## src/rtl/s_term_ihp_sram_arbiter.sv

```systemverilog
// Round-robin arbiter sharing the single port of the S_term IHP SRAM macro between two fabric ports.
// Define IHP_SRAM_ARB_RDREG_EN to register rdata_o/rvalid_o (read latency N+3 instead of N+2).
module s_term_ihp_sram_arbiter #(
    parameter int ADDR_W    = 9,
    parameter int DATA_W    = 32,
    parameter int MAX_BURST = 4,
    localparam int BURST_W  = $clog2(MAX_BURST + 1)
) (
    input  logic                  UserCLK,
    input  logic                  resetn,
    input  logic [1:0]            req_i,
    input  logic [1:0]            we_i,
    input  logic [2*ADDR_W-1:0]   addr_i,
    input  logic [2*DATA_W-1:0]   wdata_i,
    input  logic [2*DATA_W-1:0]   bm_i,
    output logic [1:0]            gnt_o,
    output logic [1:0]            rvalid_o,
    output logic [DATA_W-1:0]     rdata_o,
    output logic                  sram_men_o,
    output logic                  sram_wen_o,
    output logic                  sram_ren_o,
    output logic [ADDR_W-1:0]     sram_addr_o,
    output logic [DATA_W-1:0]     sram_din_o,
    output logic [DATA_W-1:0]     sram_bm_o,
    input  logic [DATA_W-1:0]     sram_dout_i,
    output logic [1:0]            dbg_state_o,
    output logic                  dbg_rr_ptr_o,
    output logic [BURST_W-1:0]    dbg_burst_cnt_o
);

    // Handshake: a port raises req_i[k] with its we/addr/wdata/bm and holds them
    // until gnt_o[k] is seen; the access is accepted on the rising edge where both are high.

    typedef enum logic [1:0] {
        IDLE = 2'd0,
        OWN0 = 2'd1,
        OWN1 = 2'd2
    } state_e;

    localparam logic [BURST_W-1:0] BURST_ONE = BURST_W'(1);
    localparam logic [BURST_W-1:0] BURST_MAX = BURST_W'(MAX_BURST);

    state_e               state_q, state_d;
    logic                 rr_ptr_q, rr_ptr_d;
    logic [BURST_W-1:0]   burst_cnt_q, burst_cnt_d;
    logic [1:0]           gnt;
    logic                 own;
    logic                 oth;

    always_comb begin
        state_d     = state_q;
        rr_ptr_d    = rr_ptr_q;
        burst_cnt_d = burst_cnt_q;
        gnt         = 2'b00;
        own         = (state_q == OWN1);
        oth         = ~own;
        case (state_q)
            IDLE: begin
                if (req_i[0] && req_i[1]) begin
                    gnt[rr_ptr_q] = 1'b1;
                    state_d       = rr_ptr_q ? OWN1 : OWN0;
                    burst_cnt_d   = BURST_ONE;
                end else if (req_i[0]) begin
                    gnt[0]      = 1'b1;
                    state_d     = OWN0;
                    burst_cnt_d = BURST_ONE;
                end else if (req_i[1]) begin
                    gnt[1]      = 1'b1;
                    state_d     = OWN1;
                    burst_cnt_d = BURST_ONE;
                end
            end
            OWN0, OWN1: begin
                if (req_i[own]) begin
                    if (req_i[oth] && burst_cnt_q == BURST_MAX) begin
                        gnt[oth]    = 1'b1;
                        state_d     = oth ? OWN1 : OWN0;
                        burst_cnt_d = BURST_ONE;
                        rr_ptr_d    = oth;
                    end else begin
                        // Without contention the counter just saturates, so a late
                        // request from the other port waits at most one more grant.
                        gnt[own] = 1'b1;
                        if (burst_cnt_q != BURST_MAX) begin
                            burst_cnt_d = burst_cnt_q + BURST_ONE;
                        end
                    end
                end else if (req_i[oth]) begin
                    gnt[oth]    = 1'b1;
                    state_d     = oth ? OWN1 : OWN0;
                    burst_cnt_d = BURST_ONE;
                    rr_ptr_d    = oth;
                end else begin
                    state_d     = IDLE;
                    burst_cnt_d = '0;
                    rr_ptr_d    = oth;
                end
            end
            default: begin
                state_d     = IDLE;
                burst_cnt_d = '0;
            end
        endcase
    end

    assign gnt_o           = gnt;
    assign dbg_state_o     = state_q;
    assign dbg_rr_ptr_o    = rr_ptr_q;
    assign dbg_burst_cnt_o = burst_cnt_q;

    // Macro-side request register: zero whenever nothing was granted.
    logic                 sel;
    logic                 any_gnt;
    logic                 sel_we;
    logic [ADDR_W-1:0]    sel_addr;
    logic [DATA_W-1:0]    sel_wdata;
    logic [DATA_W-1:0]    sel_bm;

    logic                 men_q, men_d;
    logic                 wen_q, wen_d;
    logic                 ren_q, ren_d;
    logic [ADDR_W-1:0]    addr_q, addr_d;
    logic [DATA_W-1:0]    din_q, din_d;
    logic [DATA_W-1:0]    bm_q, bm_d;
    logic                 port1_q, port1_d;
    logic                 rd2_q, rd2_d;
    logic                 port2_q, port2_d;

    always_comb begin
        sel       = gnt[1];
        any_gnt   = |gnt;
        sel_we    = sel ? we_i[1] : we_i[0];
        sel_addr  = sel ? addr_i[ADDR_W +: ADDR_W]  : addr_i[0 +: ADDR_W];
        sel_wdata = sel ? wdata_i[DATA_W +: DATA_W] : wdata_i[0 +: DATA_W];
        sel_bm    = sel ? bm_i[DATA_W +: DATA_W]    : bm_i[0 +: DATA_W];

        men_d   = any_gnt;
        wen_d   = any_gnt & sel_we;
        ren_d   = any_gnt & ~sel_we;
        addr_d  = any_gnt ? sel_addr : '0;
        din_d   = (any_gnt && sel_we) ? sel_wdata : '0;
        bm_d    = (any_gnt && sel_we) ? sel_bm    : '0;
        port1_d = sel;

        // Second stage lines up with the cycle the macro presents dout.
        rd2_d   = ren_q;
        port2_d = port1_q;
    end

    always_ff @(posedge UserCLK or negedge resetn) begin
        if (!resetn) begin
            state_q     <= IDLE;
            rr_ptr_q    <= 1'b0;
            burst_cnt_q <= '0;
            men_q       <= 1'b0;
            wen_q       <= 1'b0;
            ren_q       <= 1'b0;
            addr_q      <= '0;
            din_q       <= '0;
            bm_q        <= '0;
            port1_q     <= 1'b0;
            rd2_q       <= 1'b0;
            port2_q     <= 1'b0;
        end else begin
            state_q     <= state_d;
            rr_ptr_q    <= rr_ptr_d;
            burst_cnt_q <= burst_cnt_d;
            men_q       <= men_d;
            wen_q       <= wen_d;
            ren_q       <= ren_d;
            addr_q      <= addr_d;
            din_q       <= din_d;
            bm_q        <= bm_d;
            port1_q     <= port1_d;
            rd2_q       <= rd2_d;
            port2_q     <= port2_d;
        end
    end

    assign sram_men_o  = men_q;
    assign sram_wen_o  = wen_q;
    assign sram_ren_o  = ren_q;
    assign sram_addr_o = addr_q;
    assign sram_din_o  = din_q;
    assign sram_bm_o   = bm_q;

    logic [1:0]           rsp_valid;
    logic [DATA_W-1:0]    rsp_data;

    always_comb begin
        rsp_valid = 2'b00;
        rsp_data  = '0;
        if (rd2_q) begin
            rsp_valid = port2_q ? 2'b10 : 2'b01;
            rsp_data  = sram_dout_i;
        end
    end

`ifdef IHP_SRAM_ARB_RDREG_EN
    logic [1:0]           rvalid_q, rvalid_d;
    logic [DATA_W-1:0]    rdata_q, rdata_d;

    always_comb begin
        rvalid_d = rsp_valid;
        rdata_d  = rsp_data;
    end

    always_ff @(posedge UserCLK or negedge resetn) begin
        if (!resetn) begin
            rvalid_q <= 2'b00;
            rdata_q  <= '0;
        end else begin
            rvalid_q <= rvalid_d;
            rdata_q  <= rdata_d;
        end
    end

    assign rvalid_o = rvalid_q;
    assign rdata_o  = rdata_q;
`else
    assign rvalid_o = rsp_valid;
    assign rdata_o  = rsp_data;
`endif

endmodule

```

## config.mk

```make
export PLATFORM = sky130hd
export DESIGN_NAME = s_term_ihp_sram_arbiter
export DESIGN_NICKNAME = d
export VERILOG_FILES = /design/src/rtl/s_term_ihp_sram_arbiter.sv
export SDC_FILE = /design/constraint.sdc
export NUM_CORES = 1
export LEC_CHECK = 0
export ABC_CLOCK_PERIOD_IN_PS = 2990
export BUFFER_PORTS_ARGS = -buffer_cell sky130_fd_sc_hd__buf_2
export CAP_MARGIN = 0
export CORE_AREA = 2 2 116 118
export CTS_CLUSTER_DIAMETER = 40
export DETAILED_ROUTE_END_ITERATION = 16
export DIE_AREA = 0 0 118 120
export PLACE_DENSITY = 0.77
export SYNTH_ARGS = -nofsm -noshare
export SYNTH_HDL_FRONTEND = slang
export SYNTH_SLANG_ARGS = --single-unit
```

## constraint.sdc

```tcl
create_clock -name UserCLK -period 2.99 [get_ports UserCLK]
set_clock_uncertainty 0.05 [all_clocks]
set_input_delay 0.1495 -clock UserCLK [delete_from_list [all_inputs] [get_ports UserCLK]]
set_output_delay 0.1495 -clock UserCLK [all_outputs]
set_load 0.01 [all_outputs]
```

==> results.cfg, run 1 <==
[status]
status = finished clean

[timing]
fmax_mhz = 372
relSlewSlack_pct = 51.5
fin_crit_ns = 2.69
tns_ns = 0
worst_pin_slew_ns = 0.727
grt_setup_unrepaired = no
min_period_over_period_pct = 89.9
hold_viol = 0
report.final.slew_viol_count = 0
setup_viol = 0

[clock_tree]
clockRootBuffer = clkbuf_16
cts.sinks = 85
cts_inserted_buffers = 9
cts_tree = done
h-tree-depth = 3
postCtsSetupBuffers = 0
clock_path_buffers = 2
cts_resized = 0
clock_latency_ns = 0.34
clk_pin_slew_ns = 0.07

[routing]
drtPass1Iterations = 5
ant_nets = 0
drt_iter0_drc = 317
avgRoutedWirePerCell_um = 16.7
drc = 0
vias_per_cell = 4.97
num_vias = 4651
drt-total-wl_um = 15600

[setup_path]
cp.required_ns = 2.79
worst-path-max-fanout = 14
endpoint_kind = primary output
critPathTopFamily = compound AO/OA/AOI/OAI gates
r2r_cells = 8
cpPeakStageDelay_ns = 0.51
arrival_ns = 2.49
rr_startpoint = dbg_state_o[0]$_DFFE_PN0P_
critPathLaunchType = flop
r2r_end = sram_din_o[22]$_DFF_PN0_
cpMaxStageDelayCell = a21oi_4
r2r_slack_ns = 0.49
path_cells = inv_1 -> ha_1 -> a21bo_1 -> a21o_1 -> a21oi_4 -> buf_2
path_buf_inv = 2
criticalPathCategory = flop to primary output

[pwr]
combPwrFrac_pct = 49.7
pwr-share-clk_pct = 21.2
p_per_area_mw_per_mm2 = 837
peakVddDrop_mv = 0.467
swShare_pct = 39.6
p_leak_nw = 3.64
internal-power_mw = 3.56
p_switching_mw = 2.33
pwr-share-seq_pct = 29.1

[placed_design]
dp_hpwl_um = 10200
gp_congestion = 0.834
portBuffers = 301

[die]
num_io_pins = 302
fp.dieW_um = 118
rows = 42
dieArea_mm2 = 0.0142
die_y_um = 120
initial_core_util_pct = 34.5
coreArea_mm2 = 0.0130

[synth]
synth_cell_types = 48
yosysWarnings = 0
netlist_instances = 405
ys_seq_area_share_pct = 47.6
avgSynthCellArea_um2 = 11.0
ys_seq_elements = 85
synth_nets = 594
syn-cell-area_mm2 = 0.00447

[run]
maxCapViolCount = 0

[finish]
drive_gt1_share_pct = 48.5
nFillCells = 1120
fin_nets = 943
area_growth_pct = 57.5
fin_util_pct = 54.3
antenna_cells = 0

[grt]
grt_pass1_wl_um = 24000
first_global_vias = 4729
grt_max_degree = 65
grt_usage_pct = 21.3
antenna_found_initial = 0
grt_overflow = 0

[worst_hold_path]
hold_path.class = primary input to flop
hp-start = bm_i[2]
min_delay_worst_endpoint = sram_bm_o[2]$_DFF_PN0_
holdPathStages = 3
-- what timing repair did --
action                                 in CTS  in global routing
endpoints found under the hold margin      98                  0
hold buffers                               65                  0
setup endpoints to repair                   0                  1
-- metrics by stage --
stage	std cells	total power, mW	area, um2	worst slack, ns	hold slack [ns]
floorplan	405	3.65	4470	1.08	-0.196
global placement	853	4.53	6050	0.444	0.110
detailed placement	853	4.56	6050	0.327	0.119
CTS	934	5.90	7030	0.0810	0.00370
global route	935	6.27	7040	0.133	0.00537
finish	935	5.89	7040	0.302	0.0183
-- cells in the final DEF, fill, tap and decap left out, types with 8 or more instances in the layout --
cell type and n:
nand2_1 13, a21oi_1 13, o21ai_0 15, dlygate4sd3_1 65, dfrtp_1 85, and2_1 35, clkbuf_16 9, o2bb2ai_1 46
buf_2 300, buf_4 12, o2bb2ai_2 18, a2bb2oi_1 9, nand3_1 66, mux2_4 8
-- state kept, by name, summed over array words and instances, names as in the netlist, 2 cells and up --
signal	cells
sram_bm_o	32
sram_din_o	32
sram_addr_o	9
dbg_burst_cnt_o	3
dbg_state_o	2
-- cells in the mapped netlist (all sizes together) --
library cell  instances  share of area [%]
a31oi                 3               0.42
mux2i                 1               0.22
clkinv                1              0.084
nor2b                 3               0.42
and2                 35                4.9
inv                   6               0.50
o21bai                1               0.17
dfrtp                85                 48
nand2b                1               0.14
nand4b                1               0.20
nand3b                2               0.62
o22ai                 1               0.14
nand2                13                1.1
nor2                  5               0.48
or2                   1               0.14
a21o                  1               0.17
and3                  1               0.14
or3                   1               0.14
nand4bb               1               0.25
a21oi                15                1.8
a2bb2oi               9                1.8
nor3b                 2               0.34
nor3                  2               0.34
o21ai                15                1.7
clkbuf                8               0.67
o41ai                 1               0.20
ha                    5                1.4
a21boi                2               0.50
a22oi                 1               0.17
o31ai                 1               0.17
mux2                 10                3.2
buf                  35                6.2
nor4bb                1               0.22
o2bb2ai              64                 15
a32o                  2               0.45
nor4b                 1               0.20
a21bo                 2               0.45
nand3                66                7.4
-- how the worst max path moves through the flow --
stage / startpoint / to / cells past startpoint
after global routing: dbg_state_o[0]$_DFFE_PN0P_ / gnt_o[1] / 6
after detailed placement: dbg_state_o[0]$_DFFE_PN0P_ / sram_din_o[31]$_DFF_PN0_ / 7
final: dbg_state_o[0]$_DFFE_PN0P_ / gnt_o[1] / 6
after global placement: dbg_state_o[0]$_DFFE_PN0P_ / sram_bm_o[22]$_DFF_PN0_ / 7
after CTS: dbg_state_o[0]$_DFFE_PN0P_ / gnt_o[1] / 6
after floorplan: dbg_state_o[0]$_DFFE_PN0P_ / sram_din_o[12]$_DFF_PN0_ / 9
-- cell type report --
class                   instances  area [um2]  area share, %
repair buffers                380        2300           32.7
flip-flops and latches         85        2130           30.2
multi-input cells             271        2030           28.9
clock buffers                  10         239           3.39
well taps                     176         220           3.13
clock inverters                 6        93.8           1.33
inverters                       7        26.3          0.373
-- worst reg2reg max path: cells and delay by family, from the launching register on --
kind / cells / cell delay (ns)
flip-flops: 1 / 0.40
adder cells (fa/ha/maj): 1 / 0.37
AO/OA/AOI/OAI: 4 / 0.98
buffers and inverters: 3 / 0.62
-- cell families after synthesis --
logic type               synth area share [%]
flip-flops                               47.6
AND/OR/NAND/NOR                          17.0
AO/OA/AOI/OAI                            23.2
adder cells (fa/ha/maj)                  1.40
buffers and inverters                    7.47
multiplexers                             3.41
-- power by group through the flow --
stage / clock [mW] / combinational, mW / sequential [mW]
6_report: 1.25 / 2.93 / 1.71
5_1_grt: 1.33 / 3.18 / 1.76
4_1_cts: 1.28 / 2.91 / 1.72
3_5_place_dp: 0 / 2.83 / 1.73
3_3_place_gp: 0 / 2.79 / 1.73
2_1_floorplan: 0 / 1.75 / 1.90
-- layer usage --
metal  up-vias  global-route usage (%)  routed length [um]
met5         -                       0                   0
met4         0                    9.19                 410
met3        34                    4.47                1010
met2       230                    36.1                7850
met1      2202                    26.2                6350
li1       2185                       -                   -
(Power assumes the default switching activity.)
==> inputs of run 2 (changes only) <==
ABC_AREA = 1   (was unset)
CORE_AREA = 2 2 119 121   (was 2 2 116 118)
DIE_AREA = 0 0 121 123   (was 0 0 118 120)
PLACE_DENSITY = 0.74   (was 0.77)
==> run 2 against run 1 <==
Sequential power up 12%. Register-to-register slack worse by 0.22 ns. Flip-flop and latch count unchanged. First-iteration DRC count down 52%. Clock-buffer cell count up 1. Core utilization down 5.6 points. Global-route usage down 2.9 points. Critical path depth up 6. Critical endpoint is now sram_addr_o[7]$_DFF_PN0_.
==> results.cfg, run 2 <==
[status]
status = finished clean

[finish]
nFillCells = 1365
final_cell_mix = buf_2 (300), nand2_1 (196), inv_1 (112)
final_cells = 1106
area_growth_pct = 46.2
final_common_cell = buf_2
register_area_mm2 = 0.00213
drive_gt1_share_pct = 42.2
fin_util_pct = 48.7
fin_nets = 1109
multi_input_area_mm2 = 0.00177

[routing]
drt-total-wl_um = 14100
avgRoutedWirePerCell_um = 12.8
drt_iter0_drc = 152
drc = 0
num_vias = 4842
drtPass1Iterations = 4
vias_per_cell = 4.38
ant_nets = 0

[synth]
synth.area.top_cells = dfrtp_1 (47%), nand2_1 (16%), inv_1 (9.3%)
yosysTopAreaCell = dfrtp_1
avgSynthCellArea_um2 = 7.35
synth_common_cells = nand2_1 (196), inv_1 (112), dfrtp_1 (85)
yosys.area.top_type_share_pct = 46.9
synthFlopType = dfrtp_1
netlist_instances = 617
synth.most_common_cell = nand2_1
ys_seq_elements = 85
synth_edf_count = 0
ys_seq_area_share_pct = 46.9
synth_nets = 806
syn-cell-area_mm2 = 0.00453
async_flop_share_pct = 100
yosysWarnings = 0
synth_cell_types = 23

[die]
initial_core_util_pct = 33.3
rows = 43
die_y_um = 123
num_io_pins = 302
coreArea_mm2 = 0.0136
fp.dieW_um = 121
dieArea_mm2 = 0.0149

[placed_design]
portBuffers = 301
dp.cells = 1073
gp_congestion = 0.820
dp_hpwl_um = 10700

[timing]
grt_setup_unrepaired = no
hold_viol = 0
setup_viol = 0
worst_pin_slew_ns = 1.00
tns_ns = 0
fmax_mhz = 367
report.final.slew_viol_count = 0
min_period_over_period_pct = 91.1
relSlewSlack_pct = 33.2
fin_crit_ns = 2.72

[clock_tree]
cts_tree = done
h-tree-depth = 3
clock_latency_ns = 0.34
cts.sinks = 85
clockRootBuffer = clkbuf_16
clk_pin_slew_ns = 0.06
clock_path_buffers = 2
cts_inserted_buffers = 9

[setup_path]
r2r_end = sram_addr_o[7]$_DFF_PN0_
endpoint_kind = flop
cp-endpoint = sram_addr_o[7]$_DFF_PN0_
crit_start = dbg_state_o[0]$_DFFE_PN0P_
worst-path-max-fanout = 16
r2r_slack_ns = 0.27
arrival_ns = 2.90
cp.required_ns = 3.16
critPathLaunchType = flop
criticalPathCategory = flop to flop
r2r_cells = 12
rr_startpoint = dbg_state_o[0]$_DFFE_PN0P_

[grt]
grt_overflow = 0
grt_usage_pct = 18.3
grt_max_degree = 67
first_global_vias = 4324
antenna_found_initial = 1
grt_pass1_wl_um = 21000

[pwr]
p_per_area_mw_per_mm2 = 1040
peakVddDrop_mv = 0.391
p_total_mw = 6.91
p_leak_nw = 4.36

[worst_hold_path]
hold_path.class = primary input to flop

[run]
maxCapViolCount = 0
-- run 2: cell count changes after synthesis, sizes merged, moves of 3 or more --
cell	delta
nand3	+7
mux2	-10
a2bb2oi	-9
nor2	+68
buf	-10
o21ai	-8
nand2	+188
o2bb2ai	-64
nor2b	-3
inv	+110
and2	-35
-- run 2: per-stage QoR --
stage,area [um2],hold WS [ns],setup WS [ns]
2_1_floorplan,4530,-0.196,1.02
3_3_place_gp,6150,0.255,0.521
3_5_place_dp,6150,0.263,0.355
4_1_cts,6600,0.00119,0.0788
5_1_grt,6630,0.0202,0.100
6_report,6630,0.0155,0.267
-- run 2: logic make-up after synthesis --
logic type,Yosys count,share of synthesized area [%]
XOR/XNOR,1,0.193
flip-flops,85,46.9
AND/OR/NAND/NOR,349,34.2
adder cells (fa/ha/maj),5,1.38
AO/OA/AOI/OAI,25,2.90
buffers and inverters,152,14.5
-- run 2: repair_timing --
item                                    CTS  global route
hold buffers                             14             0
endpoints found under the hold margin    71             0
gates resized for setup                   0             3
endpoints found under the setup margin    0             6
setup buffers                             0             2
-- run 2: worst min path at each step --
stage | from | endpoint | slack, ns | cells after the start
final | addr_i[9] | sram_addr_o[0]$_DFF_PN0_ | 0.02 | 3
after global routing | addr_i[9] | sram_addr_o[0]$_DFF_PN0_ | 0.02 | 3
after CTS | addr_i[9] | sram_addr_o[0]$_DFF_PN0_ | 0.001 | 3
after detailed placement | resetn | sram_din_o[20]$_DFF_PN0_ | 0.26 | 1
after global placement | resetn | sram_din_o[20]$_DFF_PN0_ | 0.25 | 1
after floorplan | resetn | dbg_burst_cnt_o[0]$_DFFE_PN0P_ | -0.20 | 0
-- run 2: routing by layer --
metal | wire length [um] | vias to the layer above | track usage (%)
li1 | - | 2432 | -
met1 | 5250 | 2189 | 19.3
met2 | 7300 | 192 | 33.9
met3 | 1090 | 29 | 4.43
met4 | 480 | 0 | 9.30
met5 | 0 | - | 0
-- run 2: final cells by class --
| class | count | share of cell area, % |
|---|---|---|
| timing repair buffer | 326 | 26.3 |
| inverter | 118 | 6.80 |
| multi-input combinational | 380 | 26.7 |
| clock inverter | 5 | 1.02 |
| clock buffer | 11 | 3.66 |
| sequential | 85 | 32.1 |
| tap | 180 | 3.40 |
| antenna | 1 | 0.0378 |
-- run 2: power by group --
part | switching, mW | internal [mW] | total [mW] | leakage, nW
clock | 0.480 | 0.682 | 1.16 | 0.152
sequential | 0.227 | 1.69 | 1.92 | 1.13
combinational | 2.46 | 1.37 | 3.82 | 3.07
-- run 2: critical path, cell delays in order (launching register included) --
cell           delay, ns
dfrtp_1             0.40
inv_1               0.11
ha_1                0.35
inv_2               0.10
nor2_1              0.19
nor2_1              0.08
nand2_1             0.08
nand2_2             0.07
nand2_4             0.19
clkinvlp_4          0.24
nand2_1             0.11
a21oi_1             0.07
dlygate4sd3_1       0.57
==> inputs of run 3 (changes only) <==
CELL_PAD_IN_SITES_DETAIL_PLACEMENT = 1   (was unset)
CELL_PAD_IN_SITES_GLOBAL_PLACEMENT = 1   (was unset)
CORE_AREA = unset   (was 2 2 119 121)
CORE_MARGIN = 10   (was unset)
CORE_UTILIZATION = 30   (was unset)
DIE_AREA = unset   (was 0 0 121 123)
PLACE_DENSITY = unset   (was 0.74)
PLACE_DENSITY_LB_ADDON = 0.08   (was unset)
==> run 3 against run 2 <==
Die area up 37%. Combinational power up 3%. Critical path depth down 2. Hold slack better by 0.0019 ns. Design area down 0.43%. Sequential share of layout area up 0.14 points. Final cell count up 0.27%. Non-clock buffer count down 3. Clock-buffer cell count down 1. Global-route usage down 0.11 points.
==> results.cfg, run 3 (same netlist as run 2, synthesis figures left out) <==
[grt]
grt_overflow = 0
grt_pass1_wl_um = 29200
first_global_vias = 5332
grt_usage_pct = 18.2
grt_max_degree = 44
antenna_found_initial = 2

[setup_path]
cpMaxStageDelayCell = dfrtp_1
cpPeakStageDelay_ns = 0.40
path_cells = inv_1 -> ha_1 -> inv_2 -> nor2_1 -> nor2_1 -> nand2_1 -> nand2_2 -> nand2_4 -> clkinvlp_4 -> buf_2
critPathLaunchType = flop
criticalPathCategory = flop to primary output
r2r_cells = 12
cp.required_ns = 2.79
arrival_ns = 2.48
endpoint_kind = primary output
worst-path-max-fanout = 18
cpMostUsedCell = nor2_1

[placed_design]
portBuffers = 301
place_area_mm2 = 0.00618
gp_congestion = 0.843
dp_hpwl_um = 15900
dpl_worst_slack_ns = 0.253

[clock_tree]
cts_tree = done
clock_path_buffers = 2
clock_latency_ns = 0.34
clk_pin_slew_ns = 0.07
clockRootBuffer = clkbuf_16
cts_inserted_buffers = 9
cts.sinks = 85
h-tree-depth = 3

[timing]
grt_setup_unrepaired = no
worst_pin_slew_ns = 0.991
relSlewSlack_pct = 33.9
fin_crit_ns = 2.68
min_period_over_period_pct = 89.5
report.final.slew_viol_count = 0
fmax_mhz = 374
fin_ws_ns = 0.313
tns_ns = 0
setup_viol = 0
hold_viol = 0

[finish]
fin_nets = 1106
final_cell_mix = buf_2 (300), nand2_1 (196), inv_1 (112)
area_growth_pct = 45.6
final_common_cell = buf_2
drive_gt1_share_pct = 42.2
nFillCells = 1934
final_area_mm2 = 0.00660

[routing]
drt-total-wl_um = 19300
drtPass1Iterations = 4
avgRoutedWirePerCell_um = 17.4
drc = 0
num_vias = 4900
drt_iter0_drc = 196
ant_nets = 0
vias_per_cell = 4.42

[die]
initial_core_util_pct = 30.8
coreArea_mm2 = 0.0147
num_io_pins = 302
fp.dieW_um = 143
die_y_um = 143
rows = 44
dieArea_mm2 = 0.0204

[pwr]
p_per_area_mw_per_mm2 = 1050
peakVddDrop_mv = 0.442
p_total_mw = 6.96
p_leak_nw = 4.32

[run]
maxCapViolCount = 0

[worst_hold_path]
holdPathStages = 3
hold_path.class = primary input to flop

[status]
status = finished clean
[run 3: changes by cell type in the layout (fill, tap and decap cells not counted), sizes merged]
cell | before | now
clkbuf | 11 | 10
inv | 118 | 116
dlygate4sd3 | 14 | 11
clkinvlp | 2 | 3
clkinv | 2 | 4
diode | 1 | 3
[run 3: stage by stage]
stage / cells / util, % / hold slack (ns)
2_1_floorplan: 617 / - / -0.196
3_3_place_gp: 1079 / 42.0 / 0.0535
3_5_place_dp: 1079 / 42.0 / 0.0535
4_1_cts: 1106 / 44.8 / 0.00527
5_1_grt: 1107 / 44.9 / 0.0256
6_report: 1109 / 44.9 / 0.0174
[run 3: worst paths after layout]
path                                                 start                       end  slack (ns)
min in group asynchronous                           resetn  sram_din_o[19]$_DFF_PN0_        0.23
worst max register to register  dbg_state_o[0]$_DFFE_PN0P_   sram_din_o[0]$_DFF_PN0_        0.36
worst min register to register           port1_q$_DFF_PN0_         port2_q$_DFF_PN0_        0.30
worst max-delay path            dbg_state_o[0]$_DFFE_PN0P_                  gnt_o[1]        0.31
worst min-delay path                             addr_i[3]  sram_addr_o[3]$_DFF_PN0_        0.02
max in group asynchronous                           resetn   sram_bm_o[15]$_DFF_PN0_        1.92
[run 3: repair_timing]
action	in CTS	in global routing
endpoints found under the hold margin	34	0
buffers inserted	0	0
hold buffers	11	0
resized for setup	0	2
setup endpoints to repair	0	1
[run 3: critical path: cells and delay by family (launching register included)]
| kind | cells | cell delay, ns |
|---|---|---|
| fa+ha+maj | 1 | 0.36 |
| simple gates | 5 | 0.69 |
| buf+inv | 4 | 0.68 |
| flops | 1 | 0.40 |
[run 3: routing by layer]
layer / routed length [um] / track usage (%) / vias up
met3: 1880 / 7.43 / 14
met4: 221 / 4.89 / 0
met1: 7160 / 18.5 / 2279
li1: - / - / 2423
met5: 0 / 0 / -
met2: 10000 / 33.7 / 184
[run 3: power by group]
part	internal (mW)	total (mW)	switching [mW]
sequential	1.69	1.90	0.209
clock	0.646	1.11	0.462
combinational	1.32	3.95	2.63
total	3.66	6.96	3.30
[run 3: layout make-up]
type	count	area [um2]	area share (%)
multi-input combinational	380	1770	26.8
tap	184	230	3.49
sequential	85	2130	32.2
clock inverter	6	63.8	0.967
clock buffer	10	229	3.47
inverter	118	447	6.77
antenna	3	7.51	0.114
timing repair buffer	323	1730	26.2
